$ cat config.mk
export PLATFORM = sky130hd
export DESIGN_NAME = sdrc_app_arbiter
export DESIGN_NICKNAME = d
export VERILOG_FILES = /design/src/rtl/sdrc_app_arbiter.sv
export SDC_FILE = /design/constraint.sdc
export NUM_CORES = 1
export LEC_CHECK = 0
export ABC_AREA = 1
export BUFFER_PORTS_ARGS = -buffer_cell sky130_fd_sc_hd__buf_4
export CAP_MARGIN = 10
export CORE_AREA = 2 2 178 180
export DETAILED_ROUTE_END_ITERATION = 7
export DIE_AREA = 0 0 180 182
export GPL_ROUTABILITY_DRIVEN = 0
export PLACE_DENSITY = 0.48
export SYNTH_ARGS = -nofsm -noshare
export SYNTH_HDL_FRONTEND = slang
export SYNTH_SLANG_ARGS = --single-unit
$ cat constraint.sdc
create_clock -name sdram_clk -period 4.7 [get_ports sdram_clk]
set_input_delay 0.47 -clock sdram_clk [delete_from_list [all_inputs] [get_ports sdram_clk]]
set_output_delay 0.47 -clock sdram_clk [all_outputs]
set_load 0.02 [all_outputs]
$ cat src/rtl/sdrc_app_arbiter.sv
// Round-robin arbiter sharing the sdrc_core application port between NREQ requesters.
// One transaction is in flight at a time; the grant is held until its data phase completes.
module sdrc_app_arbiter #(
  parameter int NREQ   = 4,
  parameter int APP_AW = 26,
  parameter int APP_DW = 32,
  parameter int APP_BW = 4,
  parameter int BL     = 9,
  localparam int IDW   = $clog2(NREQ)
) (
  input  logic                     sdram_clk,
  input  logic                     sdram_resetn,
  input  logic [NREQ-1:0]          r_req,
  input  logic [NREQ*APP_AW-1:0]   r_addr,
  input  logic [NREQ*BL-1:0]       r_len,
  input  logic [NREQ-1:0]          r_wr_n,
  output logic [NREQ-1:0]          r_ack,
  input  logic [NREQ*APP_DW-1:0]   r_wr_data,
  input  logic [NREQ*APP_BW-1:0]   r_wr_en_n,
  output logic [NREQ-1:0]          r_wr_next,
  output logic [NREQ-1:0]          r_rd_valid,
  output logic [NREQ-1:0]          r_last_rd,
  output logic [APP_DW-1:0]        r_rd_data,
  output logic                     app_req,
  output logic [APP_AW-1:0]        app_req_addr,
  output logic [BL-1:0]            app_req_len,
  output logic                     app_req_wr_n,
  input  logic                     app_req_ack,
  output logic [APP_DW-1:0]        app_wr_data,
  output logic [APP_BW-1:0]        app_wr_en_n,
  input  logic                     app_wr_next_req,
  input  logic                     app_rd_valid,
  input  logic                     app_last_rd,
  input  logic [APP_DW-1:0]        app_rd_data,
  output logic [IDW-1:0]           grant_id,
  output logic                     arb_busy,
  output logic                     arb_err
);

  typedef enum logic [1:0] {IDLE, REQ, WDATA, RDATA} state_t;

  state_t            state_q, state_d;
  logic              app_req_q, app_req_d;
  logic [APP_AW-1:0] addr_q, addr_d;
  logic [BL-1:0]     len_q, len_d;
  logic              wr_n_q, wr_n_d;
  logic [BL-1:0]     beat_q, beat_d;
  logic [IDW-1:0]    grant_q, grant_d;
  logic [IDW-1:0]    rr_q, rr_d;
  logic              err_q, err_d;

  logic              found;
  logic [IDW-1:0]    cand;
  logic [IDW-1:0]    try_idx;
  logic [BL-1:0]     cand_len;

  // First asserted request after the last acknowledged winner, wrapping modulo NREQ.
  always_comb begin
    found   = 1'b0;
    cand    = '0;
    try_idx = '0;
    for (int k = 1; k <= NREQ; k++) begin
      try_idx = IDW'((int'(rr_q) + k) % NREQ);
      if (!found && r_req[try_idx]) begin
        found = 1'b1;
        cand  = try_idx;
      end
    end
  end

  assign cand_len = r_len[int'(cand)*BL +: BL];

  always_comb begin
    state_d   = state_q;
    app_req_d = app_req_q;
    addr_d    = addr_q;
    len_d     = len_q;
    wr_n_d    = wr_n_q;
    beat_d    = beat_q;
    grant_d   = grant_q;
    rr_d      = rr_q;
    err_d     = err_q
              | (app_rd_valid    && (state_q != RDATA))
              | (app_wr_next_req && (state_q != WDATA))
              | (app_req_ack     && (state_q != REQ));
    case (state_q)
      IDLE: begin
        if (found) begin
          state_d   = REQ;
          app_req_d = 1'b1;
          addr_d    = r_addr[int'(cand)*APP_AW +: APP_AW];
          len_d     = (cand_len == '0) ? BL'(1) : cand_len;
          beat_d    = (cand_len == '0) ? BL'(1) : cand_len;
          wr_n_d    = r_wr_n[cand];
          grant_d   = cand;
        end
      end
      REQ: begin
        if (app_req_ack) begin
          rr_d      = grant_q;
          app_req_d = 1'b0;
          state_d   = wr_n_q ? RDATA : WDATA;
        end
      end
      WDATA: begin
        if (app_wr_next_req) begin
          beat_d = beat_q - BL'(1);
          if (beat_q == BL'(1)) state_d = IDLE;
        end
      end
      RDATA: begin
        if (app_rd_valid && app_last_rd) state_d = IDLE;
      end
      default: state_d = IDLE;
    endcase
  end

  always_ff @(posedge sdram_clk or negedge sdram_resetn) begin
    if (!sdram_resetn) begin
      state_q   <= IDLE;
      app_req_q <= 1'b0;
      addr_q    <= '0;
      len_q     <= '0;
      wr_n_q    <= 1'b1;
      beat_q    <= '0;
      grant_q   <= '0;
      rr_q      <= IDW'(NREQ - 1);
      err_q     <= 1'b0;
    end else begin
      state_q   <= state_d;
      app_req_q <= app_req_d;
      addr_q    <= addr_d;
      len_q     <= len_d;
      wr_n_q    <= wr_n_d;
      beat_q    <= beat_d;
      grant_q   <= grant_d;
      rr_q      <= rr_d;
      err_q     <= err_d;
    end
  end

  // Core strobes reach only the granted requester, and only in the matching phase.
  always_comb begin
    r_ack       = '0;
    r_wr_next   = '0;
    r_rd_valid  = '0;
    r_last_rd   = '0;
    app_wr_en_n = '1;
    case (state_q)
      REQ:   r_ack[grant_q] = app_req_ack;
      WDATA: begin
        r_wr_next[grant_q] = app_wr_next_req;
        app_wr_en_n        = r_wr_en_n[int'(grant_q)*APP_BW +: APP_BW];
      end
      RDATA: begin
        r_rd_valid[grant_q] = app_rd_valid;
        r_last_rd[grant_q]  = app_rd_valid & app_last_rd;
      end
      default: ;
    endcase
  end

  assign app_wr_data  = r_wr_data[int'(grant_q)*APP_DW +: APP_DW];
  assign r_rd_data    = app_rd_data;
  assign app_req      = app_req_q;
  assign app_req_addr = addr_q;
  assign app_req_len  = len_q;
  assign app_req_wr_n = wr_n_q;
  assign grant_id     = grant_q;
  assign arb_busy     = (state_q != IDLE);
  assign arb_err      = err_q;

endmodule
==> metrics, run 1 <==
Hold Vio Cnt, Final 0; later-pin clock latency in the skew report roughly 310 ps; Max Cap Viol 0; DR WL/cell 17.7 um; worst vdd ir 0.000588 V; Max transition margin 0.233; XOR/XNOR share of the synthesized area 0.0126; ys flop type dfrtp_1; clock power share 0.065; Crit Path Category reg -> reg; pin count of the biggest net entering global routing 64; Cells after Synth 756; power share of the combinational group 0.794; gr usage total 0.152; drt initial violations roughly 340; mux contribution to synthesized area 0; CTS hold repair buffers 0; first-pass GRT wire length 38800 um; RSZ-0062 raised after global routing no; number of flops mapped to enable cells by yosys 0; Final Instance Area approximately 8000 sq um; Sw Share 0.584; CTS resizes 0; initial antenna violation count 2; clk slew on worst S/H paths about 80 ps; CTS tree built; post-synthesis sequential area ratio 0.274; combinational family with the most area after synthesis simple AND/OR/NAND/NOR gates; Synth Area in Adders 0.00515; DR pass1 iterations 5; Starting Density 0.157; input/output buffers 390; Pins Over Slew Limit 0; final net count 1416; Final TNS setup 0 ps; Clock H-tree levels 2; WP data required ~5000 ps; Die ar. approximately 33000 sq um; register share of total power 0.142; diode count 0; Period minus WS final 3310 ps; IO Count 455; Post-Route WL 26300 um; Yosys cell types 35; crit path launch type register; synthesis-to-finish area growth 65.0%; Chip Width 180 um; vias in the first global route 6321; Core Box Area 31000 sq um; vias per std cell 4.28; CTS Sinks 53; Yosys reg bits 53; Final setup violation count 0; Leakage 0.00399 uW; syn_area_per_cell 6.43 sq um; Worst Tran Pin Value 1150 ps; # Post-CTS Setup Buffers 0; most area-consuming cells after synthesis dfrtp_1 26%, nand2_1 12%, nor2_1 11%, a22oi_1 7.6%, buf_4 6.0%; Inserted Clock Buffers 5; most numerous cell on the critical path nand2_1; Cell Chain, Critical Path inv_4, nand2_1, nand2_1, nand2_1, nand2_2, nand2_2, nand3_2, nand3_2, buf_4, nand2_1, nand3_1, nand2_1, nand2_1, nor2_1, nand2_1, nand2_1, nand2_1, a21oi_2; Clock Path Buffers 2; NetSw 3620 uW; # DRC 0; Mapped Nets roughly 1100; Synth area leader dfrtp_1; share of Yosys cell area claimed by the top area cell type 0.257; fill count 3526; Post-Syn Area 4860 sq um; share of cells above drive strength 1 0.411; Layout Skew roughly 8.6 ps; row cnt 65; min-delay worst type in -> async; CTS root buffer clkbuf_16; Final Cycle Share 0.705; Max Fanout on Critical Path 63; FFs w/ async S/R, synth 1.00; most common cell in the synthesized netlist nand2_1; simple-gate area share of the yosys netlist 0.375; Pwr Density between 700 and 800 nW/um^2; FMAX 0.302 GHz; internal power 2580 uW; Synth top cells by count 160 x nand2_1, 144 x nor2_1, 54 x o21ai_0, 50 x dfrtp_1, 49 x a22oi_1; number of nets with antenna violations after routing 0; outcome completed; CP arrival 3510 ps; Warnings, synthesis 0; Compound-Gate Fraction of Synth Area 0.202; global route overflow 0; CP Capture Type register; DP Wirelength 21000 um; Cell Area, Placed 7870 sq um; die height 182 um; routed vias approximately 6400; Worst path max stage delay 670 ps; CP max stage cell dfstp_2
-- cell usage in the layout (no fill, tap or decap), types with 7 or more instances in the layout --
master	Yosys	final
a21oi_1	11	11
a22oi_1	49	49
a31oi_1	16	16
buf_4	39	401
dfrtp_1	50	50
inv_1	25	25
nand2_1	160	160
nand2_2	14	14
nand3_1	48	48
nand4_1	22	22
nor2_1	144	141
nor3_1	21	21
o21ai_0	54	54
o21ai_1	25	25
xor2_1	7	7
-- metal layers --
metal	track usage	wire length [um]	vias to the layer above
li1	-	-	3182
met1	0.195	11300	2948
met2	0.250	12500	196
met3	0.0471	1960	35
met4	0.0377	476	4
met5	0	23	-
-- sequential cells by signal, indices dropped and copies added (netlist names) --
name          count
app_req           1
state_q           2
beat_q            9
app_req_wr_n      1
grant_id          2
arb_err           1
app_req_addr     26
rr_q              2
app_req_len       9
-- logic make-up after synthesis --
family,count (synthesis)
simple gates,418
compound gates,163
buf+inv,113
flops,53
xor+xnor,7
fa+ha+maj,2
-- area by class of cell --
type                    instances  area (sq um)  area share
flip-flops and latches         53          1330       0.166
well taps                     402           503      0.0627
clock buffers                   5           125      0.0156
clock inverters                 3          21.3     0.00265
inverters                      33           131      0.0164
multi-input cells             590          2900       0.361
repair buffers                401          3010       0.375
-- final timing paths --
path	start	cells past startpoint	end	slack (ps)
setup / recovery	rr_q[0]$_DFFE_PN1P_	18	beat_q[0]$_DFFE_PN0P_	1390
setup reg to reg	rr_q[0]$_DFFE_PN1P_	18	beat_q[0]$_DFFE_PN0P_	1390
max in group asynchronous	sdram_resetn	1	app_req_addr[14]$_DFFE_PN0P_	3950
min in group sdram_clk	r_addr[17]	3	app_req_addr[17]$_DFFE_PN0P_	410
hold / removal	sdram_resetn	1	app_req_addr[6]$_DFFE_PN0P_	240
hold reg to reg	app_req_len[6]$_DFFE_PN0P_	2	app_req_len[6]$_DFFE_PN0P_	490
-- metrics by stage --
step	utilization	setup slack, ps	std cells	power [uW]	hold slack [ps]
2_1_floorplan	-	2570	756	4340	174
3_3_place_gp	0.254	1430	1479	5840	484
3_5_place_dp	0.254	1320	1479	5890	481
4_1_cts	0.259	1310	1487	6320	276
5_1_grt	0.259	1040	1487	6830	299
6_report	0.259	1390	1487	6210	238
-- worst max-delay path, delay by kind of cell, from the launching register on --
kind / cells / cell delay [ps]
and+or+nand+nor: 15 / 1770
buffers and inverters: 2 / 690
DFF: 1 / 670
AOI/OAI and AO/OA: 1 / 60
-- power by group through the flow --
stage                     clock [uW]  combinational [uW]  sequential [uW]
after floorplan                    0                3310             1030
after global placement             0                4960              884
after CTS                        429                5010              882
final                            403                4920              879
after detailed placement           0                5010              883
after global routing             442                5480              911
No activity file was read; power rests on OpenSTA's default activity.
==> run 2: changes to the inputs <==
Settings changed: CORE_AREA 2 2 178 180 to 2 2 175 177, DIE_AREA 0 0 180 182 to 0 0 177 179, PLACE_DENSITY 0.48 to 0.49.
Clock period 4.7 ns to 3.3 ns, I/O delays scaled along.
==> run 2 against run 1 <==
Compared with the run above: cell area is 0.83% higher; core utilization rose by 1.0 points; combinational power grew 46%; sequential power increased by 46%; sequential share of layout area down 0.14 points; worst hold slack got worse by 150 ps; maximum frequency up 24%; clock power increased by 67%; first-iteration DRC count is 21% lower; cell count decreased by 0.20%; critical path type unchanged; critical endpoint unchanged; largest power group unchanged.
==> metrics, run 2 (synthesized netlist as in run 1, its figures left out) <==
outcome completed; Max transition margin 0.478; WP data required 3550 ps; Layout Skew 8.91 ps; worst vdd ir 0.000528 V; drt initial violations ~260; DR pass1 iterations 4; initial antenna violation count 3; # DRC 0; RSZ-0062 raised after global routing no; input/output buffers a little under 400; Core Box Area 30000 sq um; CTS Sinks 53; Chip Width 177 um; Period minus WS final about 2700 ps; Max Cap Viol 0; Clock Path Buffers 2; Final TNS setup 0 ps; row cnt 64; Clock H-tree levels 2; Pwr Density around 1100 nW/um^2; DP Wirelength approximately 21000 um; CP Capture Type register; diode count 0; most common cell after layout, fill and taps aside buf_4; Worst Tran Pin Value 783 ps; CTS root buffer clkbuf_16; share of cells above drive strength 1 0.413; Hold Vio Cnt, Final 0; routed vias 6402; Crit Path Category reg -> reg; Leakage approximately 0.0040 uW; Final Cycle Share 0.811; vias per std cell 4.31; Layout Utilization 0.269; Starting Density 0.162; Max Fanout on Critical Path 17; pin count of the biggest net entering global routing 54; FMAX 0.373 GHz; Die ar. approximately 32000 sq um; CTS resizes 0; number of nets with antenna violations after routing 0; clk slew on worst S/H paths ~90 ps; number of flip-flops in the largest register 26; CTS tree built; Post-Route WL roughly 26000 um; fill count 3390; die height 179 um; CP arrival 2920 ps; min-delay worst type in -> async; CTS hold repair buffers 0; gr usage total 0.152; IO Count roughly 460; most frequent cells in the layout 402 x buf_4, 160 x nand2_1, 141 x nor2_1; Final setup violation count 0; synthesis-to-finish area growth 66.4%; DR WL/cell 17.4 um; final net count ~1400; non-filler cells, final 1484; first-pass GRT wire length approximately 37000 um; Pins Over Slew Limit 0; crit path launch type register; placed cells 1476; later-pin clock latency in the skew report 310 ps; vias in the first global route 6336; Inserted Clock Buffers 5; global route overflow 0; # Post-CTS Setup Buffers 0
-- run 2: changes by cell type in the layout (fill, tap and decap cells not counted) --
| cell | delta |
|---|---|
| inv_6 | +1 |
| bufinv_16 | +1 |
| buf_12 | +2 |
| clkinvlp_4 | -1 |
| buf_4 | +1 |
| clkinv_2 | -1 |
-- run 2: cell type report --
type,count,area (sq um),area share
repair buffers,404,3060,0.378
multi-input cells,590,2900,0.358
inverters,33,131,0.0162
flip-flops and latches,53,1330,0.165
clock inverters,3,47.5,0.00588
clock buffers,5,125,0.0155
well taps,396,495,0.0613
-- run 2: through the flow --
| stage | hold WS (ps) | instance area, sq um | power [uW] | setup slack, ps |
|---|---|---|---|---|
| after floorplan | 34.4 | 4860 | 6180 | 1200 |
| after global placement | 466 | 7910 | 8560 | 698 |
| after global routing | 154 | 8090 | 10100 | 371 |
| after CTS | 136 | 8090 | 9310 | 592 |
| after detailed placement | 485 | 7910 | 8590 | 612 |
| final | 87.7 | 8090 | 9120 | 623 |
-- run 2: worst max-delay path: stages, from the launching register on --
cell	delay [ps]
dfstp_2	670
inv_4	100
nand2_1	70
nand2_1	80
nand2_1	100
nand2_2	90
nand2_2	90
nand2_2	60
nand2_4	170
nand3_2	190
buf_4	250
nand2_1	70
nand3_1	70
nand2_1	140
nand2_1	70
nor2_1	100
nand2_1	80
nand2_1	60
nand2_1	50
a21oi_2	110
-- run 2: where the power goes --
part,switching (uW),total (uW),internal (uW)
logic,4630,7170,2540
clock network,305,671,366
registers,275,1280,1000
total,5210,9120,3910
-- run 2: worst paths after layout --
check	from	endpoint	slack, ps	cells after the start
setup / recovery	rr_q[0]$_DFFE_PN1P_	beat_q[0]$_DFFE_PN0P_	620	19
hold reg to reg	app_req_addr[14]$_DFFE_PN0P_	app_req_addr[14]$_DFFE_PN0P_	510	2
hold / removal	sdram_resetn	app_req_addr[19]$_DFFE_PN0P_	90	1
min in group sdram_clk	r_addr[10]	app_req_addr[10]$_DFFE_PN0P_	260	3
max in group asynchronous	sdram_resetn	state_q[1]$_DFFE_PN0P_	2680	1
setup reg to reg	rr_q[0]$_DFFE_PN1P_	beat_q[0]$_DFFE_PN0P_	620	19
-- run 2: layer usage --
metal,up-vias,GRT usage,share of wire
met5,-,0,0.0011
met4,4,0.0382,0.019
met3,40,0.0413,0.078
met2,241,0.250,0.48
met1,2929,0.196,0.42
li1,3188,-,-
